**src/rtl/audio_dac_tx.sv**
```systemverilog
// audio_dac_tx: Pmod DA2 serial transmitter with a one-entry sample-pair holding buffer.
// Define DAC_SIGNED_IN_EN to accept two's-complement samples (MSB inverted on latch).
module audio_dac_tx #(
   parameter int CLK_DIV  = 4,
   parameter int SYNC_GAP = 4
) (
   input  logic        CLK,
   input  logic        resetn,
   input  logic [11:0] sample_a,
   input  logic [11:0] sample_b,
   input  logic [1:0]  pd_mode,
   input  logic        sample_valid,
   output logic        sample_ready,
   output logic        busy,
   output logic        frame_done,
   output logic        dac_sync,
   output logic        dac_sclk,
   output logic        dac_dina,
   output logic        dac_dinb
);
   localparam int DW = $clog2(CLK_DIV);
   localparam int GW = $clog2(SYNC_GAP + 1);

   typedef enum logic [1:0] {IDLE, SHIFT, GAP} state_t;
   state_t state, state_nxt;

   logic          buf_full;
   logic [11:0]   buf_a, buf_b, in_a, in_b;
   logic [1:0]    buf_pd;
   logic [15:0]   sh_a, sh_b;
   logic [DW-1:0] div_cnt;
   logic          phase;
   logic [3:0]    bit_cnt;
   logic [GW-1:0] gap_cnt;
   logic          accept, load, div_end, rise, last, gap_end;

`ifdef DAC_SIGNED_IN_EN
   assign in_a = {~sample_a[11], sample_a[10:0]};
   assign in_b = {~sample_b[11], sample_b[10:0]};
`else
   assign in_a = sample_a;
   assign in_b = sample_b;
`endif

   assign accept  = sample_valid && !buf_full;
   assign load    = state == IDLE && buf_full;
   assign div_end = div_cnt == DW'(CLK_DIV - 1);
   // end of a low phase: SCLK rises and the shifters advance
   assign rise    = state == SHIFT && div_end && phase;
   assign last    = rise && bit_cnt == 4'd15;
   assign gap_end = gap_cnt == GW'(SYNC_GAP - 1);

   always_ff @(posedge CLK or negedge resetn)
      if (!resetn) state <= IDLE;
      else         state <= state_nxt;

   always_comb begin
      state_nxt = state == IDLE  ? (buf_full ? SHIFT : IDLE) :
                  state == SHIFT ? (last ? GAP : SHIFT) :
                  gap_end        ? IDLE : GAP;
   end

   always_comb begin
      dac_sync     = state != SHIFT;
      dac_sclk     = state != SHIFT || !phase;
      dac_dina     = state == SHIFT && sh_a[15];
      dac_dinb     = state == SHIFT && sh_b[15];
      frame_done   = state == GAP && gap_cnt == '0;
      sample_ready = !buf_full;
      busy         = state != IDLE || buf_full;
   end

   always_ff @(posedge CLK or negedge resetn)
      if (!resetn) begin
         buf_full <= 1'b0;
         buf_a    <= '0;
         buf_b    <= '0;
         buf_pd   <= '0;
         sh_a     <= '0;
         sh_b     <= '0;
         div_cnt  <= '0;
         phase    <= 1'b0;
         bit_cnt  <= '0;
         gap_cnt  <= '0;
      end else begin
         buf_full <= accept || (buf_full && !load);
         if (accept) begin
            buf_a  <= in_a;
            buf_b  <= in_b;
            buf_pd <= pd_mode;
         end
         sh_a    <= load ? {2'b00, buf_pd, buf_a} : rise ? {sh_a[14:0], 1'b0} : sh_a;
         sh_b    <= load ? {2'b00, buf_pd, buf_b} : rise ? {sh_b[14:0], 1'b0} : sh_b;
         div_cnt <= state == SHIFT && !div_end ? div_cnt + 1'b1 : '0;
         phase   <= state == SHIFT ? phase ^ div_end : 1'b0;
         bit_cnt <= state == SHIFT ? bit_cnt + {3'b000, rise} : '0;
         gap_cnt <= state == GAP ? gap_cnt + 1'b1 : '0;
      end
endmodule

```
**config.mk**
```make
export PLATFORM = sky130hd
export DESIGN_NAME = audio_dac_tx
export DESIGN_NICKNAME = d
export VERILOG_FILES = /design/src/rtl/audio_dac_tx.sv
export SDC_FILE = /design/constraint.sdc
export NUM_CORES = 1
export LEC_CHECK = 0
export ABC_AREA = 1
export CORE_UTILIZATION = 51
export CTS_CLUSTER_SIZE = 8
export DETAILED_ROUTE_END_ITERATION = 8
export DONT_BUFFER_PORTS = 1
export MAX_ROUTING_LAYER = met4
export PLACE_DENSITY_LB_ADDON = 0.08
export SYNTH_ARGS = -nofsm -noshare
export SYNTH_HDL_FRONTEND = slang
export SYNTH_SLANG_ARGS = --single-unit
```
**constraint.sdc**
```tcl
create_clock -name CLK -period 2.3 [get_ports CLK]
set_input_delay 0.46 -clock CLK [delete_from_list [all_inputs] [get_ports CLK]]
set_output_delay 0.46 -clock CLK [all_outputs]
set_load 0.01 [all_outputs]
```
* Word level (Yosys, flattened, before mapping)
Index checks and enable logic that the tools add are counted.
Storage, ports and cells: register bits after elaboration 71, bits in read-only memories 0, bits of input ports 29, memories kept 0, memory bits (writable) 0, output and inout port bits 7, logic and storage cells 55, latch bits 0
Cells by class: equal/unequal tests 6, div/mod/pow operators 0, mux-type cells 13, $lt $le $gt $ge 0, $add $sub $neg 3, multipliers 0, shift operators 0, bitwise gates (word level) 1, reductions and logical operators 21
Operators with widths (count):
- $mux 16 | 4
- $logic_and 1x1->1 | 10
- $mux 2 | 5
- $add 4x1->4 | 1
- $eq 2x2->1 const B | 2
- $eq 4x4->1 const B | 1
- $logic_not 1->1 | 4
- $mux 4 | 1
- $reduce_bool 2->1 | 2
- $add 3x1->3 const B | 1
- $eq 3x2->1 const B | 1
- $logic_not 3->1 | 1
- $logic_or 1x1->1 | 3
- $mux 3 | 1
- $add 2x1->2 const B | 1
- $eq 2x1->1 const B | 1
- $logic_not 2->1 | 1
- $mux 1 | 2
- $ne 2x1->1 const B | 1
- $xor 1x1->1 | 1

* Depth between registers and ports, before layout
Gate-level depths: netlist of the first run.
depth in word-level cells 7, gate-level depth with buffers 9, depth with buffers taken out 8

* Worst setup path after synthesis of the first run
OpenSTA, ideal clock, no wires.
path kind register to register, from register div_cnt[0], to register bit_cnt[2], clock period less this slack 1.554 ns, required time 2.181 ns, data arrival time 1.435 ns, stages on the path, launching flop included 9, path buffers 1, path slack 0.746 ns, library setup time 0.119 ns, path through dfrtp_1 ha_1 nand2_1 nor2_4 buf_6 ha_1 ha_1 xnor2_1 nor2_1
On the way: longest elaborated chain between the ends 5
RTL lines:
- from (decl) | line 31 | logic [DW-1:0] div_cnt;
- from (signal assigned) | line 94 | div_cnt <= state == SHIFT && !div_end ? div_cnt + 1'b1 : '0;
- $eq 2x2->1 | line 47 | assign div_end = div_cnt == DW'(CLK_DIV - 1);
- $logic_and 1x1->1 (2 in series) | line 49 | assign rise = state == SHIFT && div_end && phase;
- $add 4x1->4 | line 96 | bit_cnt <= state == SHIFT ? bit_cnt + {3'b000, rise} : '0;
- $mux 4 | line 96
- to (signal assigned) | line 96
- to (decl) | line 33 | logic [3:0] bit_cnt;
No other way between the ends. A chain may end at the register's enable or synchronous reset.

* Worst setup path after layout of the first run
from register state[1], to output port dac_dina
On the way: longest elaborated chain between the ends 2
RTL lines:
- from (decl) | line 25 | state_t state, state_nxt;
- from (signal assigned) | line 55 | else state <= state_nxt;
- $eq 2x1->1 | line 66 | dac_dina = state == SHIFT && sh_a[15];
- $logic_and 1x1->1 | line 66
- to (decl) | line 18 | output logic dac_dina,
No other way between the ends.

==> summary.txt, run 1 <==
Layout
  – Most common cell after layout, fill and taps aside: nand2_1
  – P&R area growth vs syn: 3.92%
  – Cell area after layout: ~3300 um2
  – # diodes: 0
  – Nets: approximately 380
  – Filler instances: between 500 and 600
  – Layout cells sized above 1: 9.54%
  – Commonest cells after routing, fill and taps aside: nand2_1 (119), nand3_1 (78), dfrtp_1 (71)

GRT
  – Global route hottest layer: met2
  – Initial antenna violation count: 0
  – Largest net degree at the start of global routing: 72
  – Grt met3 use: 4.49%
  – Grt met2 use: between 30% and 40%
  – GRT Util Overall: 21.0%
  – First-pass GRT wire length: 9910 um
  – Vias in the first global route: roughly 2200
  – M1 GR Usage: about 28%
  – Gr ovfl total: 0

Yosys
  – Mean post-synth cell area: between 9 and 10 um2
  – Synth Warn #: 0
  – Synth Area in Compound Gates: under 10%
  – Synth Register Bits: 71
  – Post-synthesis adder-cell area fraction: 2.35%
  – Post-synth cell types: 25
  – Synth Area in Simple Gates: about a third
  – Largest family of logic cells by synthesized area: simple AND/OR/NAND/NOR gates
  – Post-Synth XOR/XNOR Area: less than 1%
  – Mux contribution to synthesized area: 0%
  – Synth Net Count: 382
  – Netlist area before placement: approximately 3200 um2
  – Post-Synthesis Cells: around 350
  – Post-synthesis sequential area ratio: between 50% and 60%

Timing
  – Count of final setup violators: 0
  – Post-layout min period: around 1800 ps
  – Fmax achieved: 554 MHz
  – RSZ-0062 raised after global routing: false
  – Max_slew headroom: 66.1%
  – Max Slew Vio Count: 0
  – Final period util: between 70% and 80%
  – Final clock skew: 3.19 ps
  – Final Hold Viols: 10
  – Worst Tran Pin Value: 506 ps
  – Worst Hold Slack: -8.48 ps
  – TNS Setup: 0 ps

CTS
  – H-tree levels: 3
  – Num CTS Buffers: 9
  – Clock transition at path regs: 70 ps
  – CTS root buf: clkbuf_8
  – Maximum clock path buffer count: 2
  – Clock sink count: 71
  – CTS resizes: 0
  – CTS tree: done
  – Worst skew pair latency: 340 ps

Routing
  – First DRT Iteration DRCs: 94
  – TritonRoute pass-1 iters: 4
  – DRC: 0
  – Vias per cell: 5.24
  – Antenna-violating nets left: 0
  – Vias: 2207
  – Routed len/inst: 13.5 um
  – Total wire length: 5670 um

Floorplan
  – DIE HEIGHT: 81.1 um
  – Io pins: 36
  – Initial Util: between 50 and 60%
  – DIE WIDTH: between 80 and 90 um
  – Cell row count: 28
  – Core ar.: around 6000 um2
  – Die Area: 6580 um2

Run status
  – Run status: finished with violations
  – Failing checks: hold timing

Placement
  – I/O Buffers: 0
  – Post-place instance area: 3110 um2
  – Dpl hpwl: 3540 um
  – RePlAce Congestion: 0.726

Pwr
  – Internal power: 0.00191 W
  – NetSw: 0.000649 W
  – Switch share: 25.4%
  – VDD IR max: around 470 uV
  – Combinational share of power: 7.2%
  – Clock Power Share: between 30% and 40%
  – Pleak: ~1.7 nW
  – Seq pwr share: 58.3%
  – Pwr/cell area: 772 nW/um2
  – Pwr Total: 0.00256 W

Worst setup path
  – R2R Setup Slk: 690 ps
  – Critical path's largest stage delay: about 450 ps
  – CP arrival: 1350 ps
  – Max FO, Critical Path: 11
  – CP max-delay cell: dfrtp_1
  – Number of buffers and inverters on the critical path: 1
  – WP data required: between 1500 and 2000 ps
  – Worst reg2reg path endpoint: buf_a[0]$_DFFE_PN0P_
  – Crit-path cells: inv_1, nand2_2, nor2_1
  – Worst Reg-to-Reg Cells: 4
  – Reg2reg start: buf_full$_DFF_PN0_
  – Delay-heaviest family, CP: flip-flops
  – CP Launch Type: register
  – Worst setup EP type: primary output
  – Setup CP Type: register to primary output

Worst hold path
  – Hold/Removal Path Class: input pin to async pin

Job
  – # Max-Cap Violations: 0
[worst max path at each step]
stage                                    start                   end  slack (ps)  depth (start not counted)
after floorplan           div_cnt[0]$_DFF_PN0_  bit_cnt[2]$_DFF_PN0_         750                          8
after global placement      buf_full$_DFF_PN0_  buf_a[0]$_DFFE_PN0P_         730                          4
after detailed placement    buf_full$_DFF_PN0_  buf_a[0]$_DFFE_PN0P_         670                          4
after CTS                   state[1]$_DFF_PN0_              dac_dina         470                          3
after global routing        state[1]$_DFF_PN0_              dac_dinb         370                          3
final                       state[1]$_DFF_PN0_              dac_dina         490                          3
[registers in the layout, summed over array words and instances, names as in the netlist]
signal / flops
sh_b: 16
sh_a: 16
gap_cnt: 3
buf_b: 12
buf_a: 12
bit_cnt: 4
state: 2
buf_full: 1
div_cnt: 2
phase: 1
buf_pd: 2
[logic make-up (layout without fill, tap and decap cells)]
family,count (synthesis),after routing
simple gates,227,227
flops,71,71
buf+inv,35,34
compound gates,7,7
fa+ha+maj,6,6
xor+xnor,1,1
[worst register-to-register path, stage by stage (launching register included)]
cell and delay (ps):
dfrtp_1 440, inv_1 350, nand2_2 430, nor2_1 200
a21oi_1 60
[cell type report]
| cell class | count | area [um2] | area share, % |
|---|---|---|---|
| multi-input cells | 241 | 1170 | 35.2 |
| well taps | 75 | 93.8 | 2.83 |
| clock inverters | 4 | 20.0 | 0.604 |
| flip-flops and latches | 71 | 1780 | 53.6 |
| clock buffers | 12 | 155 | 4.68 |
| repair buffers | 3 | 42.5 | 1.28 |
| inverters | 15 | 61.3 | 1.85 |
[metal layers]
layer  wire, um  part of all wire (%)  vias to the layer above
li1           -                     -                     1104
met1       2900                    51                     1055
met2       2480                    44                       39
met3        188                   3.3                        9
met4         98                   1.7                        0
met5          0                     0                        -
[cell usage after synthesis, drive strengths merged]
master  count  area, um2
dfrtp      71       1780
o21ai       5       25.0
xnor2       1       8.76
ha          6       75.1
a21boi      1       7.51
nor2       17       86.3
clkbuf      1       3.75
nand2     123        490
a21oi       1       5.00
inv        15       61.3
nor3b       1       7.51
nor3        2       10.0
buf        19        183
nand3      84        450
[timing repair]
| action | CTS | global route |
|---|---|---|
| setup buffers | 0 | 0 |
| hold buffers | 1 | 0 |
| endpoints found under the hold margin | 71 | 0 |
[through the flow]
step           setup slack, ps  cells  hold slack [ps]  util [%]
4_1_cts                    473    421             4.13      55.3
5_1_grt                    370    421             21.0      55.3
3_5_place_dp               671    404              166      52.0
3_3_place_gp               733    404              166      52.0
6_report                   494    421            -8.48      55.3
2_1_floorplan              746    347              164         -
[power groups by stage]
stage | clock network [W] | registers (W) | logic, W
after floorplan | 0 | 0.00148 | 0.000147
after global placement | 0 | 0.00151 | 0.000149
after detailed placement | 0 | 0.00152 | 0.000159
after CTS | 0.000914 | 0.00149 | 0.000191
after global routing | 0.000962 | 0.00151 | 0.000230
final | 0.000882 | 0.00149 | 0.000184
Power figures use the tool's default switching activity.
==> run 2, diff against run 1 <==
clock period = 1.85 ns   (was 2.3 ns; I/O delays follow)
==> summary.txt, run 2 (synthesis gave the netlist of run 1 again) <==
Run status
  – Run status: finished with violations
  – Failing checks: hold timing

Job
  – # Max-Cap Violations: 0

Pwr
  – Pleak: 1.72 nW
  – VDD IR max: 648 uV
  – Pwr/cell area: 1050 nW/um2

Layout
  – Filler instances: 557
  – Nets: 376
  – Layout cells sized above 1: between 10% and 20%
  – Multi-input logic area: ~1200 um2
  – Largest regs: sh_a x16, sh_b x16
  – Fin util: 56.2%
  – # diodes: 0
  – Most common cell after layout, fill and taps aside: nand2_1
  – Commonest cells after routing, fill and taps aside: nand2_1 (119), nand3_1 (78), dfrtp_1 (71)
  – P&R area growth vs syn: 5.57%
  – Register Area: about 1800 um2

CTS
  – Num CTS Buffers: 9
  – Maximum clock path buffer count: 2
  – CTS root buf: clkbuf_8
  – Worst skew pair latency: 340 ps
  – CTS tree: done
  – H-tree levels: 3
  – Clock transition at path regs: 80 ps
  – Setup bufs post-CTS: 0
  – Clock sink count: 71

Worst setup path
  – WP data required: 1480 ps
  – CP Launch Type: register
  – Worst setup EP type: primary output
  – Setup CP Type: register to primary output
  – CP arrival: ~1400 ps
  – Max FO, Critical Path: 7

Worst hold path
  – Hold/Removal Path Class: input pin to async pin

Placement
  – RePlAce Congestion: 0.737
  – Dpl hpwl: 3620 um
  – I/O Buffers: 0

Floorplan
  – Die Area: 6580 um2
  – Core ar.: 5990 um2
  – DIE HEIGHT: 81.1 um
  – Cell row count: 28
  – Io pins: 36
  – DIE WIDTH: between 80 and 90 um
  – Initial Util: 53.3%

Timing
  – Final Hold Viols: around 70
  – Worst Hold Slack: -285 ps
  – Final period util: 93.5%
  – Max Slew Vio Count: 0
  – Post-layout min period: 1730 ps
  – TNS Setup: 0 ps
  – Fmax achieved: 578 MHz
  – Max_slew headroom: 67.2%
  – Count of final setup violators: 0
  – RSZ-0062 raised after global routing: false
  – Final clock skew: just under 9 ps
  – Worst Tran Pin Value: 491 ps

Routing
  – Routed len/inst: 13.5 um
  – Vias: 2166
  – Vias per cell: ~5.1
  – TritonRoute pass-1 iters: 4
  – First DRT Iteration DRCs: 183
  – Total wire length: 5690 um
  – DRC: 0
  – Antenna-violating nets left: 0

GRT
  – Largest net degree at the start of global routing: 72
  – GRT Util Overall: 20.3%
  – Vias in the first global route: 2010
  – Gr ovfl total: 0
  – Initial antenna violation count: 0
  – First-pass GRT wire length: about 9600 um
-- run 2: cell count changes in the layout (fill, tap and decap cells not counted) --
cell / previous run / this run
buf_4: 2 / 3
clkinvlp_4: 0 / 1
buf_16: 1 / 0
nor2_2: 0 / 1
clkinv_2: 4 / 2
nor2_1: 14 / 13
clkbuf_1: 1 / 0
clkbuf_8: 11 / 10
bufinv_16: 0 / 3
-- run 2: final timing paths --
path | startpoint | endpoint | slack [ps] | depth (start not counted)
setup / recovery | state[1]$_DFF_PN0_ | dac_dina | 120 | 4
setup reg to reg | div_cnt[0]$_DFF_PN0_ | bit_cnt[2]$_DFF_PN0_ | 340 | 7
min in group CLK | sample_a[3] | buf_a[3]$_DFFE_PN0P_ | 170 | 2
hold reg to reg | div_cnt[0]$_DFF_PN0_ | div_cnt[0]$_DFF_PN0_ | 450 | 1
hold / removal | resetn | buf_a[7]$_DFFE_PN0P_ | -290 | 0
max in group asynchronous | resetn | sh_b[4]$_DFFE_PN0P_ | 2010 | 0
-- run 2: layer usage --
| metal | GRT usage [%] | routed length, um | up-vias |
|---|---|---|---|
| li1 | - | - | 1101 |
| met1 | 29.2 | 3050 | 1010 |
| met2 | 27.2 | 2370 | 46 |
| met3 | 4.38 | 196 | 9 |
| met4 | 9.11 | 78 | 0 |
| met5 | - | 0 | - |
-- run 2: timing repair --
| action | in CTS | in global routing |
|---|---|---|
| gates resized for setup | 0 | 1 |
| endpoints found under the hold margin | 71 | 71 |
| setup endpoints to repair | 0 | 1 |
-- run 2: final cells by class --
| cell class | instances | share of cell area (%) |
|---|---|---|
| clock inverters | 6 | 3.19 |
| multi-input cells | 241 | 34.7 |
| flip-flops and latches | 71 | 52.7 |
| inverters | 15 | 1.82 |
| clock buffers | 10 | 4.09 |
| repair buffers | 3 | 0.669 |
| well taps | 75 | 2.79 |
-- run 2: worst max-delay path: stages (launching register included) --
cell and delay (ps):
dfrtp_1 460, inv_1 110, nand2_2 120, buf_4 200, nor2_2 130
-- run 2: power breakdown --
part / internal [W] / total [W] / switching [W] / leakage [nW]
clock network: 0.000928 / 0.00150 / 0.000571 / 0.122
registers: 0.00174 / 0.00185 / 0.000114 / 0.927
logic: 0.0000767 / 0.000190 / 0.000114 / 0.673
-- run 2: per-stage QoR --
stage	instances	hold WS [ps]	area, um2	setup WS, ps	total power (W)
global route	421	-308	3370	22.1	0.00371
CTS	421	-296	3370	51.0	0.00358
finish	421	-285	3370	120	0.00354
detailed placement	405	75.7	3120	332	0.00208
global placement	405	76.1	3120	408	0.00207
floorplan	347	74.4	3190	296	0.00202
